===== src/rtl/current_switch_sequencer_if.sv =====
// Request/status bundle between control logic and the current switch sequencer.
interface current_switch_sequencer_if #(
  parameter int N_ARRAY = 47,
  parameter int CODE_W  = 6
);
  logic [CODE_W-1:0]  code_in;
  logic               code_valid;
  logic               code_ready;
  logic               abort;
  logic [N_ARRAY-1:0] ctrl;
  logic [CODE_W-1:0]  cur_code;
  logic               busy;
  logic               done;
  logic               sat;

  modport master (
    output code_in, code_valid, abort,
    input  code_ready, ctrl, cur_code, busy, done, sat
  );

  modport slave (
    input  code_in, code_valid, abort,
    output code_ready, ctrl, cur_code, busy, done, sat
  );
endinterface


===== src/rtl/current_switch_sequencer.sv =====
// Ramps a thermometer current switch array one cell per STEP_CYCLES toward a requested count.
// Optional macro CSS_DWA_EN selects data-weighted rotation of the on-cell window.
module current_switch_sequencer #(
  parameter int N_ARRAY     = 47,
  parameter int CODE_W      = 6,
  parameter int STEP_CYCLES = 10
) (
  input  logic                        clk,
  input  logic                        rst,
  current_switch_sequencer_if.slave   bus
);

  typedef enum logic [1:0] {S_IDLE, S_RAMP, S_SETTLE} state_t;

  localparam int                CNT_W    = (STEP_CYCLES > 1) ? $clog2(STEP_CYCLES) : 1;
  localparam logic [CODE_W-1:0] FULL     = CODE_W'(N_ARRAY);
  localparam logic [CNT_W-1:0]  CNT_LAST = CNT_W'(STEP_CYCLES - 1);

  state_t             r_state;
  logic [CNT_W-1:0]   r_cnt;
  logic [CODE_W-1:0]  r_target;
  logic [CODE_W-1:0]  r_cur;
  logic [N_ARRAY-1:0] r_ctrl;
  logic               r_busy;
  logic               r_done;
  logic               r_sat;

  logic [CODE_W-1:0]  w_ptr;
  logic [CODE_W-1:0]  w_req;
  logic               w_up;
  logic [CODE_W-1:0]  w_idx;
  logic [CODE_W-1:0]  w_next_cur;
  logic [N_ARRAY-1:0] w_mask;

  function automatic logic [CODE_W-1:0] sat_code(input logic [CODE_W-1:0] c);
    return (c > FULL) ? FULL : c;
  endfunction

  // Reduce a sum of two in-range cell indices back into 0..N_ARRAY-1.
  function automatic logic [CODE_W-1:0] wrap_idx(input logic [CODE_W:0] s);
    return (s >= (CODE_W+1)'(N_ARRAY)) ? CODE_W'(s - (CODE_W+1)'(N_ARRAY)) : CODE_W'(s);
  endfunction

`ifdef CSS_DWA_EN
  logic [CODE_W-1:0] r_ptr;
  assign w_ptr = r_ptr;
  always_ff @(posedge clk) begin
    if (rst)
      r_ptr <= '0;
    else if (r_state == S_RAMP && !bus.abort && r_cnt == CNT_LAST && !w_up)
      r_ptr <= wrap_idx({1'b0, r_ptr} + (CODE_W+1)'(1));
  end
  // Down steps retire the oldest cell of the circular window.
  assign w_idx = w_up ? wrap_idx({1'b0, w_ptr} + {1'b0, r_cur}) : w_ptr;
`else
  assign w_ptr = '0;
  assign w_idx = w_up ? wrap_idx({1'b0, w_ptr} + {1'b0, r_cur}) : (r_cur - CODE_W'(1));
`endif

  assign w_req      = sat_code(bus.code_in);
  assign w_up       = (r_target > r_cur);
  assign w_next_cur = w_up ? (r_cur + CODE_W'(1)) : (r_cur - CODE_W'(1));
  assign w_mask     = N_ARRAY'(1) << w_idx;

  always_ff @(posedge clk) begin
    if (rst) begin
      r_state  <= S_IDLE;
      r_cnt    <= '0;
      r_target <= '0;
      r_cur    <= '0;
      r_ctrl   <= '0;
      r_busy   <= 1'b0;
      r_done   <= 1'b0;
      r_sat    <= 1'b0;
    end else begin
      r_done <= 1'b0;
      case (r_state)
        S_IDLE: begin
          if (bus.code_valid) begin
            r_target <= w_req;
            r_sat    <= (bus.code_in > FULL);
            r_cnt    <= '0;
            r_busy   <= 1'b1;
            r_state  <= (w_req != r_cur) ? S_RAMP : S_SETTLE;
          end
        end
        S_RAMP: begin
          if (bus.abort) begin
            r_state <= S_IDLE;
            r_cnt   <= '0;
            r_busy  <= 1'b0;
          end else if (r_cnt == CNT_LAST) begin
            r_cnt  <= '0;
            r_cur  <= w_next_cur;
            r_ctrl <= w_up ? (r_ctrl | w_mask) : (r_ctrl & ~w_mask);
            if (w_next_cur == r_target)
              r_state <= S_SETTLE;
          end else begin
            r_cnt <= r_cnt + CNT_W'(1);
          end
        end
        S_SETTLE: begin
          if (bus.abort) begin
            r_state <= S_IDLE;
            r_cnt   <= '0;
            r_busy  <= 1'b0;
          end else if (r_cnt == CNT_LAST) begin
            r_state <= S_IDLE;
            r_cnt   <= '0;
            r_busy  <= 1'b0;
            r_done  <= 1'b1;
          end else begin
            r_cnt <= r_cnt + CNT_W'(1);
          end
        end
        default: begin
          r_state <= S_IDLE;
          r_busy  <= 1'b0;
        end
      endcase
    end
  end

  assign bus.code_ready = (r_state == S_IDLE) && !rst;
  assign bus.ctrl       = r_ctrl;
  assign bus.cur_code   = r_cur;
  assign bus.busy       = r_busy;
  assign bus.done       = r_done;
  assign bus.sat        = r_sat;

endmodule

===== src/flat_wrapper.sv =====
// flat-port wrapper written by rule: the top's interface ports become plain ports
module current_switch_sequencer_flat 
#(
  parameter int N_ARRAY     = 47,
  parameter int CODE_W      = 6,
  parameter int STEP_CYCLES = 10
)
  (clk, rst, bus_code_in, bus_code_valid, bus_abort, bus_code_ready, bus_ctrl, bus_cur_code, bus_busy, bus_done, bus_sat);
  current_switch_sequencer_if #(.N_ARRAY(N_ARRAY), .CODE_W(CODE_W)) bus_i ();
  input  logic clk;
  input  logic rst;
  input wire logic [$bits(bus_i.code_in)-1:0] bus_code_in;
  input wire logic [$bits(bus_i.code_valid)-1:0] bus_code_valid;
  input wire logic [$bits(bus_i.abort)-1:0] bus_abort;
  output wire logic [$bits(bus_i.code_ready)-1:0] bus_code_ready;
  output wire logic [$bits(bus_i.ctrl)-1:0] bus_ctrl;
  output wire logic [$bits(bus_i.cur_code)-1:0] bus_cur_code;
  output wire logic [$bits(bus_i.busy)-1:0] bus_busy;
  output wire logic [$bits(bus_i.done)-1:0] bus_done;
  output wire logic [$bits(bus_i.sat)-1:0] bus_sat;
  assign bus_i.code_in = bus_code_in;
  assign bus_i.code_valid = bus_code_valid;
  assign bus_i.abort = bus_abort;
  assign bus_code_ready = bus_i.code_ready;
  assign bus_ctrl = bus_i.ctrl;
  assign bus_cur_code = bus_i.cur_code;
  assign bus_busy = bus_i.busy;
  assign bus_done = bus_i.done;
  assign bus_sat = bus_i.sat;
  current_switch_sequencer #(.N_ARRAY(N_ARRAY), .CODE_W(CODE_W), .STEP_CYCLES(STEP_CYCLES)) u_core (.clk(clk), .rst(rst), .bus(bus_i));
endmodule

===== config.mk =====
export PLATFORM = sky130hd
export DESIGN_NAME = current_switch_sequencer_flat
export DESIGN_NICKNAME = d
export VERILOG_FILES = /design/src/rtl/current_switch_sequencer_if.sv /design/src/rtl/current_switch_sequencer.sv /design/src/flat_wrapper.sv
export SDC_FILE = /design/constraint.sdc
export NUM_CORES = 1
export LEC_CHECK = 0
export CAP_MARGIN = 20
export CELL_PAD_IN_SITES_DETAIL_PLACEMENT = 1
export CELL_PAD_IN_SITES_GLOBAL_PLACEMENT = 1
export CORE_ASPECT_RATIO = 1.1
export CORE_MARGIN = 2
export CORE_UTILIZATION = 40
export CTS_CLUSTER_DIAMETER = 40
export CTS_CLUSTER_SIZE = 24
export DETAILED_ROUTE_END_ITERATION = 7
export GPL_TIMING_DRIVEN = 0
export HOLD_SLACK_MARGIN = 0.05
export PLACE_DENSITY = 0.84
export SYNTH_ARGS = -nofsm -noshare
export SYNTH_HDL_FRONTEND = slang
export SYNTH_SLANG_ARGS = --single-unit

===== constraint.sdc =====
create_clock -name clk -period 3.8 [get_ports clk]
set_input_delay 0.57 -clock clk [delete_from_list [all_inputs] [get_ports clk]]
set_output_delay 0.57 -clock clk [all_outputs]
set_load 0.02 [all_outputs]

# Yosys cells after proc, flatten, opt, wreduce, memory -nomap -nowiden
# Cells that the tools add are included.
word_totals:
  ff_bits: 68
  output_inout_bits: 57
classes:
  addsub: 4
  n_lt_le_gt_ge: 3
  n_eq_ne: 10
  n_shift: 1
  muxes: 23
  bitwise: 5
  reduce_logical: 11
ops:
  columns: ["operator", "n"]
  rows:
  - ["47-bit bitwise AND", 1]
  - ["47-bit two-way mux", 1]
  - ["47-bit NOT", 1]
  - ["47-bit OR", 1]
  - ["1-bit by 6-bit left shift with 47-bit output (first input constant)", 1]
  - ["6-bit two-way mux", 4]
  - ["2-bit two-way mux", 7]
  - ["4-bit two-way mux", 3]
  - ["3-bit by 2-bit inequality test with 1-bit output (second input constant)", 3]
  - ["4-bit case mux with 2 select lines", 1]
  - ["6-bit by 1-bit adder with 6-bit output (second input constant)", 1]
  - ["6-bit equality test", 1]
  - ["6-bit greater-or-equal comparator (second input constant)", 1]
  - ["6-bit > comparator", 1]
  - ["6-bit > comparator (second input constant)", 1]
  - ["6-bit inequality test", 1]
  - ["2-bit case mux with 3 select lines", 1]
  - ["3-bit AND reduction", 2]
  - ["6-bit by 1-bit subtractor with 6-bit output (second input constant)", 1]
  - ["6-bit subtractor (second input constant)", 1]
  - ["1-bit two-way mux", 5]
  - ["4-bit by 1-bit adder with 4-bit output (second input constant)", 1]
  - ["4-bit equality test (second input constant)", 1]
  - ["2-bit inequality test (second input constant)", 2]
  - ["other kinds (12)", 14]

# Logic depth before layout (Yosys ltp)
# Gate-level depths: netlist of run 1.
depth:
  ltp_word: 7
  ltp_mapped: 11

# Worst setup path before layout of run 1
# No wires, ideal clock.
synth_path:
  path_kind: "flip-flop to flip-flop"
  start: "reg u_core.r_cur[1] (netlist: u_core.bus.cur_code[1])"
  end: "reg u_core.r_state[1]"
  arrival_time_ns: 3.048
  required_time_ns: 3.679
  path_slack_ns: 0.631
  path_stages_with_launch: 11
  n_path_buf: 1
  synth_period_minus_slack_ns: 3.169
  cell_sequence: "dfxtp_1 clkbuf_1 inv_1 ha_1 and2b_1 o21a_1 o31ai_4 nor2_1 mux4_2 a41oi_1 mux2_2"
synth_between:
  elab_chain_cells: 5
  elab_cells_between_ends: 11
synth_lines:
  columns: ["item", "line_no", "source"]
  rows:
  - ["from (decl)", "current_switch_sequencer.sv:22", "logic [CODE_W-1:0] r_cur;"]
  - ["from (signal assigned)", "current_switch_sequencer.sv:94", "r_cur <= w_next_cur;"]
  - ["6-bit by 1-bit subtractor with 6-bit output, or another cell as far along", "current_switch_sequencer.sv:62", "assign w_next_cur = w_up ? (r_cur + CODE_W'(1)) : (r_cur - CODE_W'(1));"]
  - ["6-bit two-way mux", "current_switch_sequencer.sv:62", null]
  - ["6-bit equality test", "current_switch_sequencer.sv:96", "if (w_next_cur == r_target)"]
  - ["3-bit by 2-bit inequality test with 1-bit output (no line)", null, null]
  - ["4-bit AND reduction (no line)", null, null]
  - ["to (signal assigned)", "current_switch_sequencer.sv:84", "r_state <= (w_req != r_cur) ? S_RAMP : S_SETTLE;"]
  - ["to (decl)", "current_switch_sequencer.sv:19", "state_t r_state;"]
# Parallel ways exist; a longest one is shown, timed or not. The select of a mux whose other input is x is not followed.
# A chain may end at the register's enable or synchronous reset.

# Worst setup path after layout of run 1
# Ends and elaborated chain as after synthesis.

==> results of run 1 <==
==> cell families after synthesis <==
| family | Yosys count | share of synthesized area, % |
|---|---|---|
| AOI/OAI and AO/OA | 86 | 16.6 |
| buffers and inverters | 44 | 4.79 |
| muxes | 43 | 11.5 |
| adders and majority gates | 13 | 4.13 |
| and+or+nand+nor | 168 | 23.2 |
| DFF | 68 | 34.5 |
| xor gates and xnor gates | 20 | 5.21 |
==> tightest hold or removal path, cell delays in order, from the launching register on <==
cell and delay [ns]:
sky130_fd_sc_hd__dfxtp_1 0.32, sky130_fd_sc_hd__nand2_1 0.05, sky130_fd_sc_hd__a21oi_1 0.05
==> power by group through the flow <==
stage | combinational [mW] | sequential [mW] | clock, mW
floorplan | 0.721 | 0.775 | 0
global route | 1.06 | 0.762 | 0.654
finish | 0.984 | 0.758 | 0.606
detailed placement | 0.959 | 0.774 | 0
global placement | 0.923 | 0.772 | 0
CTS | 0.963 | 0.758 | 0.619
==> cell type report <==
| type | count | area (µm²) | area share, % |
|---|---|---|---|
| plain buffers | 30 | 136 | 2.75 |
| clock buffers | 12 | 145 | 2.93 |
| clock inverters | 4 | 48.8 | 0.985 |
| inverters | 14 | 52.6 | 1.06 |
| multi-input cells | 330 | 2400 | 48.4 |
| flip-flops and latches | 68 | 1360 | 27.5 |
| well taps | 120 | 150 | 3.03 |
| repair buffers | 66 | 661 | 13.3 |
==> per-layer routing <==
layer	track usage [%]	share of wire [%]	routed length, µm	vias to the layer above
met5	0	0	0	-
met4	9.98	2.1	241	0
met3	2.91	3.0	338	18
met2	39.2	51	5830	76
met1	26.5	43	4910	1763
li1	-	-	-	1751
==> stage by stage <==
step / util, % / setup WS [ns] / cell area (µm²) / instances / power [mW]
after global placement: 48.8 / 0.401 / 4750 / 628 / 1.70
after detailed placement: 48.8 / 0.287 / 4750 / 628 / 1.73
final: 50.8 / 0.226 / 4950 / 644 / 2.35
after floorplan: - / 0.631 / 3940 / 442 / 1.50
after CTS: 50.7 / 0.236 / 4950 / 644 / 2.34
after global routing: 50.8 / 0.00780 / 4950 / 644 / 2.48
==> repair_timing <==
item                                    CTS  global route
endpoints found under the setup margin    0             7
gates resized for setup                   0             1
hold buffers                              0             0
buffers inserted                          0             0
==> cell usage in the layout (no fill, tap or decap), types with 8 or more instances in the layout <==
cell type and count:
sky130_fd_sc_hd__clkdlybuf4s50_1 66, sky130_fd_sc_hd__nand3_1 25, sky130_fd_sc_hd__xnor2_1 12, sky130_fd_sc_hd__a21oi_1 19, sky130_fd_sc_hd__nor2_1 36, sky130_fd_sc_hd__buf_2 10
sky130_fd_sc_hd__a211oi_1 10, sky130_fd_sc_hd__nand2b_1 35, sky130_fd_sc_hd__and2_1 8, sky130_fd_sc_hd__ha_1 13, sky130_fd_sc_hd__dfxtp_1 68, sky130_fd_sc_hd__nand4_1 19
sky130_fd_sc_hd__nand2_1 19, sky130_fd_sc_hd__inv_1 13, sky130_fd_sc_hd__clkbuf_1 16, sky130_fd_sc_hd__a31oi_1 18, sky130_fd_sc_hd__clkbuf_8 10, sky130_fd_sc_hd__mux2i_1 39
==> how the worst max path moves through the flow <==
stage	slack [ns]	endpoint	cells after the start	start
6_report	0.23	u_core.r_state[1]	10	u_core.bus.cur_code[1]
5_1_grt	0.008	flop	10	u_core.bus.cur_code[1]
3_3_place_gp	0.40	u_core.r_state[1]	10	u_core.bus.cur_code[1]
2_1_floorplan	0.63	u_core.r_state[1]	10	u_core.bus.cur_code[1]
3_5_place_dp	0.29	flop	11	u_core.bus.cur_code[4]
4_1_cts	0.24	u_core.r_state[1]	10	u_core.bus.cur_code[1]
==> implementation parameters, run 1 <==
Parameter                              Value

Drt
  Average wire per cell in the routed design    17.6 µm
  Initial drt markers    96
  Vias    3608
  Number of search-and-repair iterations in the first detailed-routing pass    4
  Sum of routed wire length over all layers    11300 µm
  Via-to-Cell Ratio    5.60
  Drc violations    0
  Antenna Violating Nets Remaining    0

Setup path
  Endpoint arrival time on the critical path    3.82 ns
  Crit Path Max Fanout    10
  Kind of start point of the critical path    flop
  Required arrival time at the worst endpoint    4.05 ns
  Worst flop-to-flop path startpoint    u_core.bus.cur_code[1]
  Crit-path leading delay family    compound AO/OA/AOI/OAI gates
  Crit path kind    flop to flop
  Cell-by-cell trace of the critical path    clkbuf_1 > inv_1 > ha_1 > and2b_1 > o21a_1 > o31ai_4 > nor2_1 > mux4_2 > a41oi_1 > mux2_2
  Worst-path cell with the longest stage delay    sky130_fd_sc_hd__mux4_2
  Peak per-stage delay on the critical path    0.51 ns
  Number of cells traversed by the worst register-to-register path    10
  Buf/Inv on CP    2
  Worst Setup End Kind    flop
  R2r setup slk    0.23 ns
  End of the worst register-to-register path    u_core.r_state[1]

Finish
  Number of nets in the finished design    542
  Ant diodes    0
  Area growth from synthesis to layout    25.7%
  Fill cell count    1146
  Share of cells above drive strength 1    9.54%

Status
  Run status    complete, no violations

Logic synthesis
  Most used standard cells in the synthesized netlist    sky130_fd_sc_hd__dfxtp_1, sky130_fd_sc_hd__mux2i_1, sky130_fd_sc_hd__nor2_1, sky130_fd_sc_hd__nand2b_1, sky130_fd_sc_hd__nand3_1
  Synthesized netlist net count    465
  Yosys cell types    60
  Per-instance average area after synthesis    8.92 µm²
  Cell accounting for the most synthesized area    sky130_fd_sc_hd__dfxtp_1
  Top cell type's share of synthesized area    34.5%
  Number of synthesized flops with an enable pin    0
  Largest cells by area after synthesis    sky130_fd_sc_hd__dfxtp_1, sky130_fd_sc_hd__mux2i_1, sky130_fd_sc_hd__nand2b_1
  Most common cell in the netlist    sky130_fd_sc_hd__dfxtp_1
  Number of instances in the synthesized netlist    442
  Flip-flop and latch count after synthesis    68
  Post-synthesis instance area    3940 µm²
  Async set-reset flop share out of synthesis    0%
  Sequential element share of the synthesized area    34.5%
  Synth warn    0
  Prevailing post-synth register cell    sky130_fd_sc_hd__dfxtp_1

CTS
  CTS H-tree lvls    3
  Sink count of the clock tree    68
  Worst-path clk slew    0.08 ns
  Clock buffers created by TritonCTS    9
  Latest clock arrival within the worst-skew pair    0.36 ns
  Clock tree from TritonCTS    built
  Buffer depth of the longest clock path    2
  Clock tree root buffer cell    sky130_fd_sc_hd__clkbuf_8

Power and ir drop
  Internal power    1.39 mW
  Clock power frac    25.8%
  Leak pwr    1.92 nW
  Combinational group share of total power    41.9%
  Worst vdd ir    0.226 mV
  Sequential group share of total power    32.3%
  Pwr Density    474 nW/µm²
  Switching share of power    40.7%
  Net load switching power    0.956 mW

Job
  Max_cap viols    0

Floorplanning
  Number of core rows    38
  Placeable core region    9750 µm²
  Die extent in x    98.6 µm
  Top-level port count    67
  Initial Util    40.4%
  Die Span Y    108 µm
  Area enclosed by the die boundary    10700 µm²

STA
  Fin Clk Skew    0.0131 ns
  Final worst path period need    3.57 ns
  Final number of max-transition violations    0
  Worst-Margin Slew    0.654 ns
  Worst slew margin    56.3%
  Number of setup violations in the final report    0
  Final clock period utilization by the worst path    94.0%
  TNS Setup    0 ns
  Hold Worst Slack    0.473 ns
  Unrepaired setup endpoints after global routing    no
  Fmax    280 MHz
  Final hold violation count    0

Min path
  Startpoint of the worst hold path    u_core.bus.sat
  Worst-case hold path end point    u_core.bus.sat
  Worst hold path type    flop to flop
  Depth of the worst hold-timing path    2

Global route
  Number of antenna violations at the first check in global routing    0
  Vias in the first global route    3721
  Global-route wire length before repair    18700 µm
  Global-route total usage across every layer    22.0%
  Pin count of the biggest net entering global routing    12
  Overall overflow remaining after global route    0

Place
  Placed wire-length estimate    8750 µm
  Port-buffer cells    66
  GP Congestion    0.878
(Power assumes the default switching activity.)
==> run 2, diff against run 1 <==
--- a/config.mk
+++ b/config.mk
@@ -10,13 +10,14 @@
 export CELL_PAD_IN_SITES_GLOBAL_PLACEMENT = 1
 export CORE_ASPECT_RATIO = 1.1
 export CORE_MARGIN = 2
-export CORE_UTILIZATION = 40
+export CORE_UTILIZATION = 48
 export CTS_CLUSTER_DIAMETER = 40
 export CTS_CLUSTER_SIZE = 24
 export DETAILED_ROUTE_END_ITERATION = 7
+export DONT_BUFFER_PORTS = 1
 export GPL_TIMING_DRIVEN = 0
 export HOLD_SLACK_MARGIN = 0.05
-export PLACE_DENSITY = 0.84
+export PLACE_DENSITY = 0.83
 export SYNTH_ARGS = -nofsm -noshare
 export SYNTH_HDL_FRONTEND = slang
 export SYNTH_SLANG_ARGS = --single-unit
==> implementation parameters, run 2 (synthesized netlist as in run 1, its figures left out) <==
Parameter                              Value

Status
  Run status    complete, no violations

Drt
  Vias    3493
  Antenna Violating Nets Remaining    0
  Number of search-and-repair iterations in the first detailed-routing pass    5
  Sum of routed wire length over all layers    11600 µm
  Drc violations    0
  Via-to-Cell Ratio    6.13
  Average wire per cell in the routed design    20.4 µm
  Initial drt markers    161

Floorplanning
  Die extent in x    90.4 µm
  Area enclosed by the die boundary    8950 µm²
  Number of core rows    34
  Initial Util    49.5%
  Placeable core region    7960 µm²
  Die Span Y    99.0 µm
  Top-level port count    67

Global route
  Number of antenna violations at the first check in global routing    0
  Pin count of the biggest net entering global routing    15
  Global-route wire length before repair    18200 µm
  Vias in the first global route    3625
  Global-route total usage across every layer    25.6%
  Overall overflow remaining after global route    0

Setup path
  Crit-path leading delay family    multiplexers
  Crit Path Max Fanout    10
  Worst Setup End Kind    flop
  Worst-path cell with the longest stage delay    sky130_fd_sc_hd__mux2i_2
  Crit path kind    flop to flop
  Buf/Inv on CP    3
  Kind of start point of the critical path    flop
  Required arrival time at the worst endpoint    4.09 ns
  Cell-by-cell trace of the critical path    buf_2 > inv_1 > ha_1 > and4_4 > o21ai_2 > a31oi_4 > mux2i_2 > nor3b_4 > buf_6 > nand4_1 > mux2i_1
  R2r setup slk    0.19 ns
  Peak per-stage delay on the critical path    0.73 ns
  Endpoint arrival time on the critical path    3.90 ns

STA
  Worst-Margin Slew    0.766 ns
  Final hold violation count    0
  Number of setup violations in the final report    0
  Fin Clk Skew    0.0135 ns
  Final number of max-transition violations    0
  Fmax    277 MHz
  Final worst path period need    3.61 ns
  Hold Worst Slack    0.290 ns
  Final clock period utilization by the worst path    94.9%
  Worst slew margin    47.9%

Finish
  Storage cell area    1360 µm²
  Commonest cells after routing, fill and taps aside    sky130_fd_sc_hd__dfxtp_1, sky130_fd_sc_hd__mux2i_1, sky130_fd_sc_hd__nor2_1, sky130_fd_sc_hd__nand2b_1, sky130_fd_sc_hd__nand3_1
  Util after Layout    54.8%
  Total area of multi-input combinational cells    2440 µm²
  Commonest non-fill, non-tap cell in the layout    sky130_fd_sc_hd__dfxtp_1
  Number of nets in the finished design    480
  Fill cell count    953
  Ant diodes    0
  Non-filler cells, final    570
  Area growth from synthesis to layout    10.7%
  Share of cells above drive strength 1    12.6%

Place
  GP Congestion    0.892
  Port-buffer cells    0
  Placed wire-length estimate    8390 µm
  Count of placed standard cells including taps    550

Power and ir drop
  Power consumption    2.43 mW
  Leak pwr    1.72 nW
  Pwr Density    558 nW/µm²
  Worst vdd ir    0.254 mV

CTS
  Clock buffers created by TritonCTS    9
  Worst-path clk slew    0.09 ns
  CTS H-tree lvls    3
  Clock tree from TritonCTS    built
  Clock tree root buffer cell    sky130_fd_sc_hd__clkbuf_8
  Latest clock arrival within the worst-skew pair    0.36 ns
  Sink count of the clock tree    68
  Buffer depth of the longest clock path    2

Job
  Max_cap viols    0

Min path
  Worst hold path type    primary input to flop
-- run 2: changes by cell type in the layout (fill, tap and decap cells not counted), sizes merged --
cell | before | now
clkbuf | 26 | 23
buf | 16 | 20
clkdlybuf4s50 | 66 | 0
clkinvlp | 0 | 2
inv | 13 | 17
clkinv | 4 | 1
-- run 2: power by group --
part	total, mW	internal (mW)	switching [mW]
Sequential	0.765	0.737	0.0278
Combinational	1.02	0.347	0.675
Clock	0.647	0.314	0.332
-- run 2: final cells by class --
class                   count  share of cell area [%]
plain buffers              30                    3.18
clock buffers               9                    2.84
clock inverters             7                    1.89
inverters                  14                    1.20
multi-input cells         330                    55.9
flip-flops and latches     68                    31.2
well taps                 108                    3.10
repair buffers              4                   0.688
-- run 2: layer usage --
layer / part of all wire, % / wire length (µm) / up-vias / global-route usage [%]
met5: 0 / 0 / - / 0
met1: 41 / 4740 / 1712 / 27.7
met2: 50 / 5840 / 116 / 46.6
met4: 3.0 / 350 / 0 / 10.5
met3: 5.8 / 676 / 37 / 7.65
li1: - / - / 1628 / -
-- run 2: per-stage QoR --
step           TNS (ns)  instance area, µm²  setup WS, ns
2_1_floorplan         0                3940         0.631
5_1_grt         -0.0313                4360       -0.0266
6_report              0                4360         0.194
3_5_place_dp          0                4080         0.121
4_1_cts               0                4280         0.110
3_3_place_gp          0                4080         0.212
-- run 2: worst paths after layout --
path                                              from              end  depth (start not counted)
worst min register to register         u_core.r_cnt[2]  u_core.r_cnt[2]                          2
worst max-delay path            u_core.bus.cur_code[2]             flop                         11
worst max register to register  u_core.bus.cur_code[2]             flop                         11
worst min-delay path                         bus_abort  u_core.bus.done                          1
-- run 2: timing repair --
action,CTS,global route
resized for setup,0,8
setup buffers,0,4
setup endpoints to repair,0,32
hold buffers,0,0
